**config.mk**
```make
export PLATFORM = sky130hd
export DESIGN_NAME = pipe_skid_reg_flat
export DESIGN_NICKNAME = d
export VERILOG_FILES = /design/src/rtl/pipe_skid_reg_if.sv /design/src/rtl/pipe_skid_reg.sv /design/src/flat_wrapper.sv
export SDC_FILE = /design/constraint.sdc
export NUM_CORES = 1
export LEC_CHECK = 0
export BUFFER_PORTS_ARGS = -buffer_cell sky130_fd_sc_hd__buf_2
export CAP_MARGIN = 40
export CORE_MARGIN = 2
export CORE_UTILIZATION = 40
export CTS_CLUSTER_DIAMETER = 150
export DETAILED_ROUTE_END_ITERATION = 8
export GPL_ROUTABILITY_DRIVEN = 0
export PLACE_DENSITY = 0.71
export SLEW_MARGIN = 40
export SYNTH_ARGS = -nofsm -noshare
export SYNTH_HDL_FRONTEND = slang
export SYNTH_SLANG_ARGS = --single-unit
```
**constraint.sdc**
```tcl
create_clock -name cpu_clk_75M -period 5.01 [get_ports cpu_clk_75M]
set_input_delay 1.002 -clock cpu_clk_75M [delete_from_list [all_inputs] [get_ports cpu_clk_75M]]
set_output_delay 1.002 -clock cpu_clk_75M [all_outputs]
set_load 0.01 [all_outputs]
```
**src/rtl/pipe_skid_reg_if.sv**
```systemverilog
// Valid/ready payload bundle for one side of a pipe_skid_reg stage.
// An entry moves at a rising edge when valid && ready; valid never waits on ready.
interface pipe_skid_reg_if #(
  parameter int DATA_W = 128,
  parameter int PC_W   = 32,
  parameter int EXC_W  = 5
);
  logic              valid;
  logic              ready;
  logic [DATA_W-1:0] data;
  logic [PC_W-1:0]   pc;
  logic [EXC_W-1:0]  exc;

  modport master (output valid, output data, output pc, output exc, input ready);
  modport slave  (input valid, input data, input pc, input exc, output ready);
endinterface

```
**src/rtl/pipe_skid_reg.sv**
```systemverilog
// Pipeline stage register with optional two-entry skid buffer and bubble counter.
// Define PIPE_SKID_REG_SKID_EN for skid mode with registered in_ready.
module pipe_skid_reg #(
  parameter int               DATA_W   = 128,
  parameter int               PC_W     = 32,
  parameter int               EXC_W    = 5,
  parameter logic [EXC_W-1:0] EXC_NONE = '0,
  parameter int               CNT_W    = 16
) (
  input  logic              cpu_clk_75M,
  input  logic              cpu_rst_n,
  input  logic              flush,
  pipe_skid_reg_if.slave    up,
  pipe_skid_reg_if.master   down,
  output logic [1:0]        occupancy,
  output logic [CNT_W-1:0]  bubble_cnt
);
  localparam int ENT_W = PC_W + EXC_W + DATA_W;
  localparam logic [ENT_W-1:0] ENT_NOP = {{PC_W{1'b0}}, EXC_NONE, {DATA_W{1'b0}}};

  logic             main_v, main_v_n;
  logic [ENT_W-1:0] main_ent, main_src;
  logic             ld_main;
  logic [ENT_W-1:0] in_ent;
  logic             accept, deliver;

  assign in_ent  = {up.pc, up.exc, up.data};
  assign accept  = up.valid && up.ready;
  assign deliver = main_v && down.ready;

`ifdef PIPE_SKID_REG_SKID_EN
  logic             skid_v, skid_v_n;
  logic [ENT_W-1:0] skid_ent;
  logic             ld_main_in, ld_main_skid, ld_skid;
  logic             ready_q;

  // Next-state: flush beats everything; skid drains into main as main leaves.
  always_comb begin
    main_v_n     = main_v;
    skid_v_n     = skid_v;
    ld_main_in   = 1'b0;
    ld_main_skid = 1'b0;
    ld_skid      = 1'b0;
    if (flush) begin
      main_v_n = 1'b0;
      skid_v_n = 1'b0;
    end else if (deliver) begin
      if (skid_v) begin
        ld_main_skid = 1'b1;
        skid_v_n     = 1'b0;
      end else if (accept) begin
        ld_main_in = 1'b1;
      end else begin
        main_v_n = 1'b0;
      end
    end else if (accept) begin
      if (main_v) begin
        ld_skid  = 1'b1;
        skid_v_n = 1'b1;
      end else begin
        ld_main_in = 1'b1;
        main_v_n   = 1'b1;
      end
    end
  end

  assign ld_main  = ld_main_in || ld_main_skid;
  assign main_src = ld_main_skid ? skid_ent : in_ent;

  always_ff @(posedge cpu_clk_75M or negedge cpu_rst_n) begin
    if (!cpu_rst_n) begin
      skid_v   <= 1'b0;
      skid_ent <= ENT_NOP;
      ready_q  <= 1'b1;
    end else begin
      skid_v  <= skid_v_n;
      ready_q <= !skid_v_n;
      if (ld_skid) skid_ent <= in_ent;
    end
  end

  assign up.ready  = ready_q;
  assign occupancy = {1'b0, main_v} + {1'b0, skid_v};
`else
  always_comb begin
    main_v_n = main_v;
    ld_main  = 1'b0;
    if (flush) begin
      main_v_n = 1'b0;
    end else if (accept) begin
      ld_main  = 1'b1;
      main_v_n = 1'b1;
    end else if (deliver) begin
      main_v_n = 1'b0;
    end
  end

  assign main_src  = in_ent;
  assign up.ready  = !main_v || down.ready;
  assign occupancy = {1'b0, main_v};
`endif

  always_ff @(posedge cpu_clk_75M or negedge cpu_rst_n) begin
    if (!cpu_rst_n) begin
      main_v   <= 1'b0;
      main_ent <= ENT_NOP;
    end else begin
      main_v <= main_v_n;
      if (ld_main) main_ent <= main_src;
    end
  end

  // Empty slot presents a NOP bubble rather than stale payload.
  assign down.valid = main_v;
  assign down.pc    = main_v ? main_ent[ENT_W-1 -: PC_W]          : ENT_NOP[ENT_W-1 -: PC_W];
  assign down.exc   = main_v ? main_ent[DATA_W +: EXC_W]           : EXC_NONE;
  assign down.data  = main_v ? main_ent[DATA_W-1:0]                : {DATA_W{1'b0}};

  always_ff @(posedge cpu_clk_75M or negedge cpu_rst_n) begin
    if (!cpu_rst_n) begin
      bubble_cnt <= '0;
    end else if (down.ready && !main_v && (bubble_cnt != {CNT_W{1'b1}})) begin
      bubble_cnt <= bubble_cnt + {{(CNT_W-1){1'b0}}, 1'b1};
    end
  end
endmodule

```
**src/flat_wrapper.sv**
```systemverilog
// flat-port wrapper written by rule: the top's interface ports become plain ports
module pipe_skid_reg_flat 
#(
  parameter int               DATA_W   = 128,
  parameter int               PC_W     = 32,
  parameter int               EXC_W    = 5,
  parameter logic [EXC_W-1:0] EXC_NONE = '0,
  parameter int               CNT_W    = 16
)
  (cpu_clk_75M, cpu_rst_n, flush, occupancy, bubble_cnt, up_valid, up_data, up_pc, up_exc, up_ready, down_valid, down_data, down_pc, down_exc, down_ready);
  pipe_skid_reg_if #(.DATA_W(DATA_W), .PC_W(PC_W), .EXC_W(EXC_W)) up_i ();
  pipe_skid_reg_if #(.DATA_W(DATA_W), .PC_W(PC_W), .EXC_W(EXC_W)) down_i ();
  input  logic cpu_clk_75M;
  input  logic cpu_rst_n;
  input  logic flush;
  output logic [1:0] occupancy;
  output logic [CNT_W-1:0] bubble_cnt;
  input wire logic [$bits(up_i.valid)-1:0] up_valid;
  input wire logic [$bits(up_i.data)-1:0] up_data;
  input wire logic [$bits(up_i.pc)-1:0] up_pc;
  input wire logic [$bits(up_i.exc)-1:0] up_exc;
  output wire logic [$bits(up_i.ready)-1:0] up_ready;
  output wire logic [$bits(down_i.valid)-1:0] down_valid;
  output wire logic [$bits(down_i.data)-1:0] down_data;
  output wire logic [$bits(down_i.pc)-1:0] down_pc;
  output wire logic [$bits(down_i.exc)-1:0] down_exc;
  input wire logic [$bits(down_i.ready)-1:0] down_ready;
  assign up_i.valid = up_valid;
  assign up_i.data = up_data;
  assign up_i.pc = up_pc;
  assign up_i.exc = up_exc;
  assign up_ready = up_i.ready;
  assign down_valid = down_i.valid;
  assign down_data = down_i.data;
  assign down_pc = down_i.pc;
  assign down_exc = down_i.exc;
  assign down_i.ready = down_ready;
  pipe_skid_reg #(.DATA_W(DATA_W), .PC_W(PC_W), .EXC_W(EXC_W), .EXC_NONE(EXC_NONE), .CNT_W(CNT_W)) u_core (.cpu_clk_75M(cpu_clk_75M), .cpu_rst_n(cpu_rst_n), .flush(flush), .up(up_i), .down(down_i), .occupancy(occupancy), .bubble_cnt(bubble_cnt));
endmodule
```
Word-level counts from Yosys, hierarchy flattened. Index checks and enable logic that the tools add are counted. Widths: inputs -> output; s select.

$add $sub $neg: 1. Equality and inequality tests: 1. Mux-type cells: 8. Reductions and logical operators: 7.

Operators by type and width (number): $mux 128 (1); $mux 32 (1); $add 16x1->16 const B (1); $ne 16x16->1 const B (1); $mux 1 (5); $mux 5 (1); $logic_and 1x1->1 (4); $reduce_bool 3->1 (1); $logic_not 1->1 (1); $logic_or 1x1->1 (1).

Flip-flop bits (word level): 182. Input port bits: 170. Output and inout bits: 185. Word-level logic and storage cells: 20.

Logic depth before layout (Yosys ltp). Gate-level depths: netlist of run 1.

Depth in word-level cells: 5. Mapped depth: 6.

Worst setup path before layout of run 1. OpenSTA, ideal clock, no wires.

Path type: input to output. From: input port down_ready. To: output port up_ready. Arrival: 1.285 ns. Data required time: 4.008 ns. Setup slack: 2.723 ns. Stages: 2. Path buffers: 0. Cells stage by stage: nor2b_1 -> inv_1.

Longest elaborated chain between the ends: 1.

Ends and longest elaborated chain: start: declaration (line flat_wrapper.sv:27) `input wire logic [$bits(down_i.ready)-1:0] down_ready;`; $logic_or 1x1->1 (line pipe_skid_reg.sv:99) `assign up.ready = !main_v || down.ready;`; end: declaration (line flat_wrapper.sv:22) `output wire logic [$bits(up_i.ready)-1:0] up_ready;`.

Every way passes these cells.

Worst setup path after layout of run 1.
From: register u_core.main_v, in the netlist u_core.down.valid. To: output port down_data[6].

Longest elaborated chain between the ends: 1.

Ends and longest elaborated chain: start: declaration (line pipe_skid_reg.sv:21) `logic main_v, main_v_n;`; start signal: assignment (line pipe_skid_reg.sv:108) `main_v <= main_v_n;`; $mux 128 (line pipe_skid_reg.sv:117) `assign down.data = main_v ? main_ent[DATA_W-1:0] : {DATA_W{1'b0}};`; end: declaration (line flat_wrapper.sv:24) `output wire logic [$bits(down_i.data)-1:0] down_data;`.

Every way passes these cells.

==> results.json, run 1 <==
{
  "htree_levels": 4,
  "outcome": "finished clean",
  "holdCritStartpoint": "u_core.bubble_cnt[15]",
  "post-route-period-util_pct": 59.2,
  "post_cts_buffers": 0,
  "ant_nets": 0,
  "fin_util_pct": 54.7,
  "relSlewSlack_pct": 52.0,
  "ys_ff_latch": 182,
  "grt_pass1_wl_um": 31300,
  "synth_top_family_by_area": "multiplexers",
  "rsz0062_at_grt": "no",
  "setup_viol": 0,
  "ios": 355,
  "r2r_start": "u_core.down.valid",
  "critical_path_arrival_ps": 1960,
  "fillers": 1739,
  "rows": 51,
  "post_drt_wl_per_cell_um": 15.7,
  "fmax_ghz": 0.337,
  "finalHoldViolCount": 0,
  "via_per_inst": 4.75,
  "yosysSeqAreaShare_pct": 56.4,
  "start_util_pct": 41.1,
  "drtIter0Drc": 165,
  "critPathLaunch": "u_core.down.valid",
  "worst_pin_slew_ps": 720,
  "antenna_cells": 0,
  "yosys.area_share.adder_pct": 0.155,
  "fin_cells": 1232,
  "cp_top_family": "flip-flops",
  "fp.dieW_um": 146,
  "synth-xor-area-share_pct": 1.63,
  "leakage_nw": 5.37,
  "crit_required_ps": 4010,
  "hp-class": "flip-flop to flip-flop",
  "slew_violations": 0,
  "die_y_um": 146,
  "gr-usage-all-layers_pct": 18.1,
  "antenna_found_initial": 0,
  "cts_tree": "done",
  "drc_errors": 0,
  "worst-path-buf-inv": 2,
  "end_kind": "output pin",
  "critPathKind": "flip-flop to output pin",
  "clockRootBuffer": "clkbuf_16",
  "fin_worst_skew_ps": 11.8,
  "setup_tns_ps": 0,
  "ys_warn_count": 0,
  "grt_max_degree": 87,
  "gr-max-usage-layer": "met2",
  "grt_pass1_vias": 6194,
  "avgSynthCellArea_sq_um": 13.2,
  "cts_hold_buf": 0,
  "synth_cell_types": 31,
  "synth_simple_gate_area_share_pct": 16.1,
  "critical_path.max_stage_delay_ps": 690,
  "syn-cell-area_sq_um": 8070,
  "drive_gt1_share_pct": 59.0,
  "first_pass_iters": 5,
  "syn_nets": 782,
  "synth_cells": 611,
  "area_growth_pct": 33.1,
  "met1_usage_pct": 22.4,
  "power.density_nw_per_um2": 378,
  "finalWirelength_um": 19400,
  "crit_chain": "buf_4 > and2_1 > buf_2",
  "clock_latency_ps": 420,
  "clk_pin_slew_ps": 70,
  "period_needed_ps": 2960,
  "cp_max_fo": 60,
  "placed_cells": 1202,
  "final_area_sq_um": 10700,
  "cts_buffer_depth": 2,
  "vias": 5848,
  "core-area_sq_um": 19700,
  "nets": 1127,
  "synth.area.mux_share_pct": 23.2,
  "grtUsageMet2_pct": 29.6,
  "dp_hpwl_um": 14200,
  "postPlaceCellArea_sq_um": 10100,
  "clock-sinks": 182,
  "maxCapViolCount": 0,
  "grt_overflow": 0,
  "cp-start-kind": "flip-flop",
  "slowest_stage": "dfrtp_4",
  "ir_worst_vdd_mv": 0.222,
  "grt_use_met3_pct": 6.88,
  "cts-buffers-inserted": 17,
  "synth_compound_area_share_pct": 0,
  "portBuffers": 353,
  "die_area_sq_um": 21300,
  "cts_resized": 0
}
==> state kept, by name, summed over array words and instances, names as in the netlist <==
| register | flops |
|---|---|
| u_core.bubble_cnt | 16 |
| u_core.down.valid | 1 |
| u_core.main_ent | 165 |
==> cell families after synthesis <==
family / after synthesis
xor+xnor: 15
fa+ha+maj: 1
buf+inv: 42
flops: 182
mux: 166
other cells: 1
simple gates: 204
==> cells in the mapped netlist, drive strengths merged <==
cell type  number  area share, %
conb            1          0.046
dfrtp         182             56
nor4b           1           0.19
inv             3           0.14
and2          165             13
or4             1           0.14
nor4            4           0.57
ha              1           0.16
mux2          166             23
and4            1           0.11
nand2b          1           0.17
clkbuf         18           0.84
nor3b           3           0.34
nor2b           1          0.078
nand3           4           0.25
or2             2           0.16
xor2           13            1.4
nand2           4           0.19
nor3            6           0.37
buf            21            1.4
nand4           4           0.39
nor2            7           0.36
xnor2           2           0.22
==> routing by layer <==
metal / share of wire (%) / up-vias
met3: 9.1 / 22
met4: 1.8 / 0
met1: 42 / 2849
met5: 0 / -
met2: 47 / 252
li1: - / 2725
==> final timing paths <==
check / endpoint / cells past startpoint / slack (ps)
setup / recovery: down_data[6] / 3 / 2050
setup reg to reg: u_core.main_ent[132] / 6 / 2580
min in group asynchronous: u_core.main_ent[51] / 1 / 610
max in group asynchronous: u_core.down.valid / 2 / 3470
hold reg to reg: u_core.bubble_cnt[15] / 1 / 500
hold / removal: u_core.bubble_cnt[15] / 1 / 500
==> power breakdown <==
part	total [mW]	internal [mW]	switching (mW)
clock	1.37	0.790	0.576
sequential	1.90	1.74	0.164
combinational	0.786	0.434	0.352
==> metrics by stage <==
step	hold slack (ps)	power, mW	setup WS, ps
final	497	4.06	2050
after global routing	509	4.27	1850
after CTS	502	4.11	1960
after detailed placement	487	2.73	2250
after global placement	481	2.69	1970
after floorplan	473	2.37	2720
==> cell usage in the layout, fill, tap and decap left out, types with 2 or more instances in the layout <==
cell type / count
nand4_1: 3
or2_2: 2
nand2_1: 4
clkbuf_16: 17
inv_1: 3
mux2_2: 165
nor4_1: 2
nor3b_1: 2
xnor2_1: 2
nand3_1: 4
and2_1: 165
nor2_1: 6
clkinvlp_4: 2
buf_12: 4
nor3_1: 6
dfrtp_1: 181
buf_2: 352
xor2_1: 13
buf_4: 7
bufinv_16: 3
inv_6: 5
clkinv_4: 2
==> area by class of cell <==
type	instances	area, sq um	share of cell area [%]
Sequential cell	182	4560	42.4
Multi-Input combinational cell	387	3330	31.0
Timing Repair Buffer	365	1920	17.9
Clock buffer	18	429	4.00
Tap cell	265	332	3.09
Clock inverter	12	166	1.55
Inverter	3	11.3	0.105
==> worst register-to-register path: stages (launching register included) <==
cell and delay, ps:
dfrtp_4 660, nor2b_1 270, nor3b_4 370, buf_6 220
buf_4 180, buf_4 270, mux2_2 370
No activity file was read; power rests on OpenSTA's default activity.
==> inputs of run 2 (changes only) <==
--- a/config.mk
+++ b/config.mk
@@ -12,7 +12,7 @@
 export CTS_CLUSTER_DIAMETER = 150
 export DETAILED_ROUTE_END_ITERATION = 8
 export GPL_ROUTABILITY_DRIVEN = 0
-export PLACE_DENSITY = 0.71
+export PLACE_DENSITY = 0.74
 export SLEW_MARGIN = 40
 export SYNTH_ARGS = -nofsm -noshare
 export SYNTH_HDL_FRONTEND = slang
==> constraint.sdc (replaced) <==
create_clock -name cpu_clk_75M -period 2.7 [get_ports cpu_clk_75M]
set_input_delay 0.54 -clock cpu_clk_75M [delete_from_list [all_inputs] [get_ports cpu_clk_75M]]
set_output_delay 0.54 -clock cpu_clk_75M [all_outputs]
set_load 0.01 [all_outputs]
==> results.json, run 2 (synthesis results as in run 1) <==
{
  "relSlewSlack_pct": 51.4,
  "largest_reg_flops": 165,
  "p_sw_mw": 2.05,
  "finalHoldViolCount": 0,
  "critical_path_arrival_ps": 1790,
  "finalHoldWorstSlack_ps": 169,
  "die_y_um": 146,
  "grt_use_met3_pct": 7.31,
  "rsz0062_at_grt": "no",
  "fin_worst_skew_ps": 8.21,
  "post_cts_buffers": 0,
  "core-area_sq_um": 19700,
  "via_per_inst": 4.72,
  "end_kind": "output pin",
  "pwr-share-comb_pct": 19.6,
  "drive_gt1_share_pct": 59.1,
  "r2r-end": "u_core.main_ent[105]",
  "vias": 5808,
  "first_pass_iters": 4,
  "rows": 51,
  "reg2reg_depth": 4,
  "internal_power_mw": 5.49,
  "r2r_setup_slack_ps": 660,
  "slew_violations": 0,
  "drc_errors": 0,
  "antenna_found_initial": 2,
  "critPathKind": "flip-flop to output pin",
  "hp-class": "primary input to async pin",
  "grt_overflow": 0,
  "cp_max_fo": 158,
  "cts_tree": "done",
  "cts_resized": 0,
  "final_cell_mix": "352 x buf_2, 181 x dfrtp_1, 165 x and2_1, 165 x mux2_2, 17 x clkbuf_16",
  "clock-sinks": 182,
  "power.share.clock_pct": 33.7,
  "grt_pass1_wl_um": 31700,
  "fin_util_pct": 54.6,
  "fmax_ghz": 0.429,
  "die_area_sq_um": 21300,
  "leakage_nw": 5.36,
  "cp-start-kind": "flip-flop",
  "r2r_start": "u_core.down.valid",
  "fin_ws_ps": 370,
  "finalWirelength_um": 19800,
  "ir_worst_vdd_mv": 0.389,
  "dp_hpwl_um": 14400,
  "clk_pin_slew_ps": 70,
  "fp.dieW_um": 146,
  "area_growth_pct": 33.0,
  "gr-max-usage-layer": "met2",
  "htree_levels": 4,
  "ant_nets": 0,
  "regMostFlops": "u_core.main_ent",
  "clock_latency_ps": 410,
  "slowest_stage": "dfrtp_4",
  "postPlaceCellArea_sq_um": 10100,
  "maxCapViolCount": 0,
  "clockRootBuffer": "clkbuf_16",
  "power.density_nw_per_um2": 703,
  "outcome": "finished clean",
  "critical_path.max_stage_delay_ps": 490,
  "crit_chain": "buf_12 > and2_1 > buf_2",
  "grt_max_degree": 159,
  "setup_tns_ps": 0,
  "nets": 1126,
  "start_util_pct": 41.1,
  "grtUsageMet2_pct": 30.0,
  "post_drt_wl_per_cell_um": 16.1,
  "grt_pass1_vias": 6003,
  "drtIter0Drc": 147,
  "worst_pin_slew_ps": 728,
  "crit_required_ps": 2160,
  "switching_share_pct": 27.2,
  "cts_buffer_depth": 2,
  "post-route-period-util_pct": 86.3,
  "final_area_sq_um": 10700,
  "setup_viol": 0,
  "period_needed_ps": 2330,
  "met1_usage_pct": 23.1,
  "final_common_cell": "buf_2",
  "ios": 355,
  "gr-usage-all-layers_pct": 18.5,
  "portBuffers": 353,
  "cts-buffers-inserted": 17,
  "cts_hold_buf": 0,
  "dpl_worst_slack_ps": 657,
  "seqPwrFrac_pct": 46.8
}
## run 2: cell count changes in the layout (fill, tap and decap cells not counted), sizes merged
cell	change
clkinv	-1
diode	+1
clkbuf	-2
clkinvlp	+1
## run 2: per-layer routing
layer | share of wire, % | vias up | wire (um)
met5 | 0.066 | - | 13
met4 | 1.5 | 2 | 291
met3 | 9.1 | 20 | 1800
met2 | 48 | 236 | 9420
met1 | 42 | 2825 | 8270
li1 | - | 2725 | -
## run 2: worst max path at each step
stage | end | slack [ps] | start | depth (start not counted)
2_1_floorplan | u_core.bubble_cnt[1] | 980 | u_core.bubble_cnt[0] | 5
3_3_place_gp | u_core.main_ent[106] | 690 | down_ready | 5
3_5_place_dp | u_core.main_ent[105] | 660 | down_ready | 5
4_1_cts | down_pc[28] | 310 | u_core.down.valid | 3
5_1_grt | down_data[62] | 230 | u_core.down.valid | 3
6_report | down_pc[28] | 370 | u_core.down.valid | 3
## run 2: worst max-delay path: cells and delay by family (launching register included)
family / cells / cell delay, ps
buffers and inverters: 2 / 570
flip-flops: 1 / 490
AND/OR/NAND/NOR: 1 / 280
## run 2: metrics by stage
step	cells	total power [mW]
after floorplan	611	4.39
after global placement	1201	5.01
after detailed placement	1201	5.07
after CTS	1230	7.65
after global routing	1230	7.96
final	1231	7.54
## run 2: cell type report
cell class | instances | area [sq um]
timing repair buffer | 364 | 1910
antenna | 1 | 2.50
multi-input combinational | 387 | 3330
sequential | 182 | 4560
tap | 265 | 332
fill | 1736 | 8930
clock buffer | 17 | 425
inverter | 3 | 11.3
clock inverter | 12 | 168
## run 2: power groups by stage
stage               clock network, mW  registers (mW)  logic, mW
global placement                    0            3.55       1.46
finish                           2.54            3.53       1.48
global route                     2.74            3.60       1.62
CTS                              2.62            3.53       1.50
detailed placement                  0            3.58       1.50
floorplan                           0            3.52      0.871
==> inputs of run 3 (changes only) <==
--- a/config.mk
+++ b/config.mk
@@ -5,11 +5,12 @@
 export SDC_FILE = /design/constraint.sdc
 export NUM_CORES = 1
 export LEC_CHECK = 0
-export BUFFER_PORTS_ARGS = -buffer_cell sky130_fd_sc_hd__buf_2
+export BUFFER_PORTS_ARGS = -buffer_cell sky130_fd_sc_hd__buf_4
 export CAP_MARGIN = 40
 export CORE_MARGIN = 2
 export CORE_UTILIZATION = 40
 export CTS_CLUSTER_DIAMETER = 150
+export CTS_CLUSTER_SIZE = 25
 export DETAILED_ROUTE_END_ITERATION = 8
 export GPL_ROUTABILITY_DRIVEN = 0
 export PLACE_DENSITY = 0.74
==> results.json, run 3 (synthesis results as in run 1) <==
{
  "cp-start-kind": "flip-flop",
  "fmax_ghz": 0.418,
  "nets": 1126,
  "final_cell_mix": "357 x buf_4, 181 x dfrtp_1, 165 x and2_1, 165 x mux2_2, 17 x clkbuf_16",
  "final_area_sq_um": 11600,
  "final_common_cell": "buf_4",
  "drtIter0Drc": 184,
  "critPathKind": "flip-flop to output pin",
  "grt_use_met3_pct": 7.94,
  "area_growth_pct": 44.0,
  "switching_share_pct": 27.1,
  "gr-usage-all-layers_pct": 19.7,
  "finalHoldViolCount": 0,
  "slew_violations": 0,
  "portBuffers": 353,
  "clock-sinks": 182,
  "grt_max_degree": 152,
  "hp-class": "primary input to async pin",
  "fin_worst_skew_ps": 6.65,
  "post_cts_buffers": 0,
  "die_area_sq_um": 21300,
  "r2r_setup_slack_ps": 610,
  "internal_power_mw": 5.64,
  "power.share.clock_pct": 32.3,
  "critPathLaunch": "u_core.down.valid",
  "clock_latency_ps": 420,
  "power.density_nw_per_um2": 666,
  "fillers": 1683,
  "cts_resized": 0,
  "clk_pin_slew_ps": 70,
  "end_kind": "output pin",
  "setup_viol": 0,
  "finalHoldWorstSlack_ps": 92.5,
  "regMostFlops": "u_core.main_ent",
  "reg2reg_depth": 4,
  "cp_max_fo": 151,
  "antenna_cells": 0,
  "worst_pin_slew_ps": 580,
  "start_util_pct": 41.1,
  "cts-buffers-inserted": 17,
  "leakage_nw": 5.54,
  "htree_levels": 4,
  "met1_usage_pct": 24.1,
  "postPlaceCellArea_sq_um": 11000,
  "core-area_sq_um": 19700,
  "totalPowerFinal_mw": 7.74,
  "drc_errors": 0,
  "post_drt_wl_per_cell_um": 17.1,
  "cts_hold_buf": 0,
  "cts_tree": "done",
  "via_per_inst": 4.72,
  "grt_pass1_vias": 6184,
  "grt_overflow": 0,
  "clockRootBuffer": "clkbuf_16",
  "critical_path_arrival_ps": 1850,
  "drive_gt1_share_pct": 59.0,
  "r2r-end": "u_core.main_ent[100]",
  "first_pass_iters": 4,
  "grt_pass1_wl_um": 33500,
  "seqPwrFrac_pct": 45.6,
  "ir_worst_vdd_mv": 0.414,
  "dp_hpwl_um": 15300,
  "setup_tns_ps": 0,
  "rsz0062_at_grt": "no",
  "r2r_start": "u_core.down.valid",
  "largest_reg_flops": 165,
  "seq_area_sq_um": 4560,
  "cts_buffer_depth": 2,
  "p_sw_mw": 2.10,
  "multi_input_area_sq_um": 3330,
  "outcome": "finished clean",
  "vias": 5821,
  "fp.dieW_um": 146,
  "die_y_um": 146,
  "maxCapViolCount": 0,
  "crit_required_ps": 2160,
  "antenna_found_initial": 0,
  "gr-max-usage-layer": "met2",
  "fin_util_pct": 59.1,
  "ios": 355,
  "ant_nets": 0,
  "grtUsageMet2_pct": 33.0,
  "period_needed_ps": 2390,
  "finalWirelength_um": 21000,
  "post-route-period-util_pct": 88.6,
  "relSlewSlack_pct": 61.1,
  "rows": 51,
  "endpoint": "down_data[71]",
  "pwr-share-comb_pct": 22.0
}
## run 3: worst min path at each step
stage	from	end	slack, ps	cells after the start
4_1_cts	cpu_rst_n	u_core.main_ent[10]	100	1
5_1_grt	cpu_rst_n	u_core.main_ent[68]	110	1
2_1_floorplan	cpu_rst_n	u_core.bubble_cnt[0]	240	0
6_report	cpu_rst_n	u_core.main_ent[17]	90	1
3_3_place_gp	u_core.main_ent[33]	u_core.main_ent[33]	480	1
3_5_place_dp	u_core.main_ent[14]	u_core.main_ent[14]	490	1
## run 3: layer usage
metal / vias up / wire (um)
met4: 0 / 195
met1: 2851 / 8680
li1: 2720 / -
met2: 234 / 10200
met5: - / 0
met3: 16 / 1910
## run 3: critical path: stages (launching register included)
cell     delay (ps)
dfrtp_4         540
buf_12          360
and2_1          250
buf_4           140
## run 3: stage by stage
stage / worst slack (ps) / std cells
2_1_floorplan: 978 / 611
6_report: 307 / 1232
3_5_place_dp: 607 / 1201
3_3_place_gp: 653 / 1201
4_1_cts: 306 / 1232
5_1_grt: 206 / 1232
## run 3: area by class of cell
type,count,area share [%]
timing repair buffer,364,24.2
multi-input combinational,387,28.6
tap,265,2.85
clock buffer,19,3.81
clock inverter,12,1.22
sequential,182,39.2
inverter,3,0.0969
## run 3: power groups by stage
stage          registers, mW  logic, mW  clock network, mW
3_5_place_dp            3.59       1.73                  0
3_3_place_gp            3.55       1.70                  0
2_1_floorplan           3.52      0.871                  0
6_report                3.53       1.71               2.50
4_1_cts                 3.54       1.74               2.57
5_1_grt                 3.61       1.85               2.68
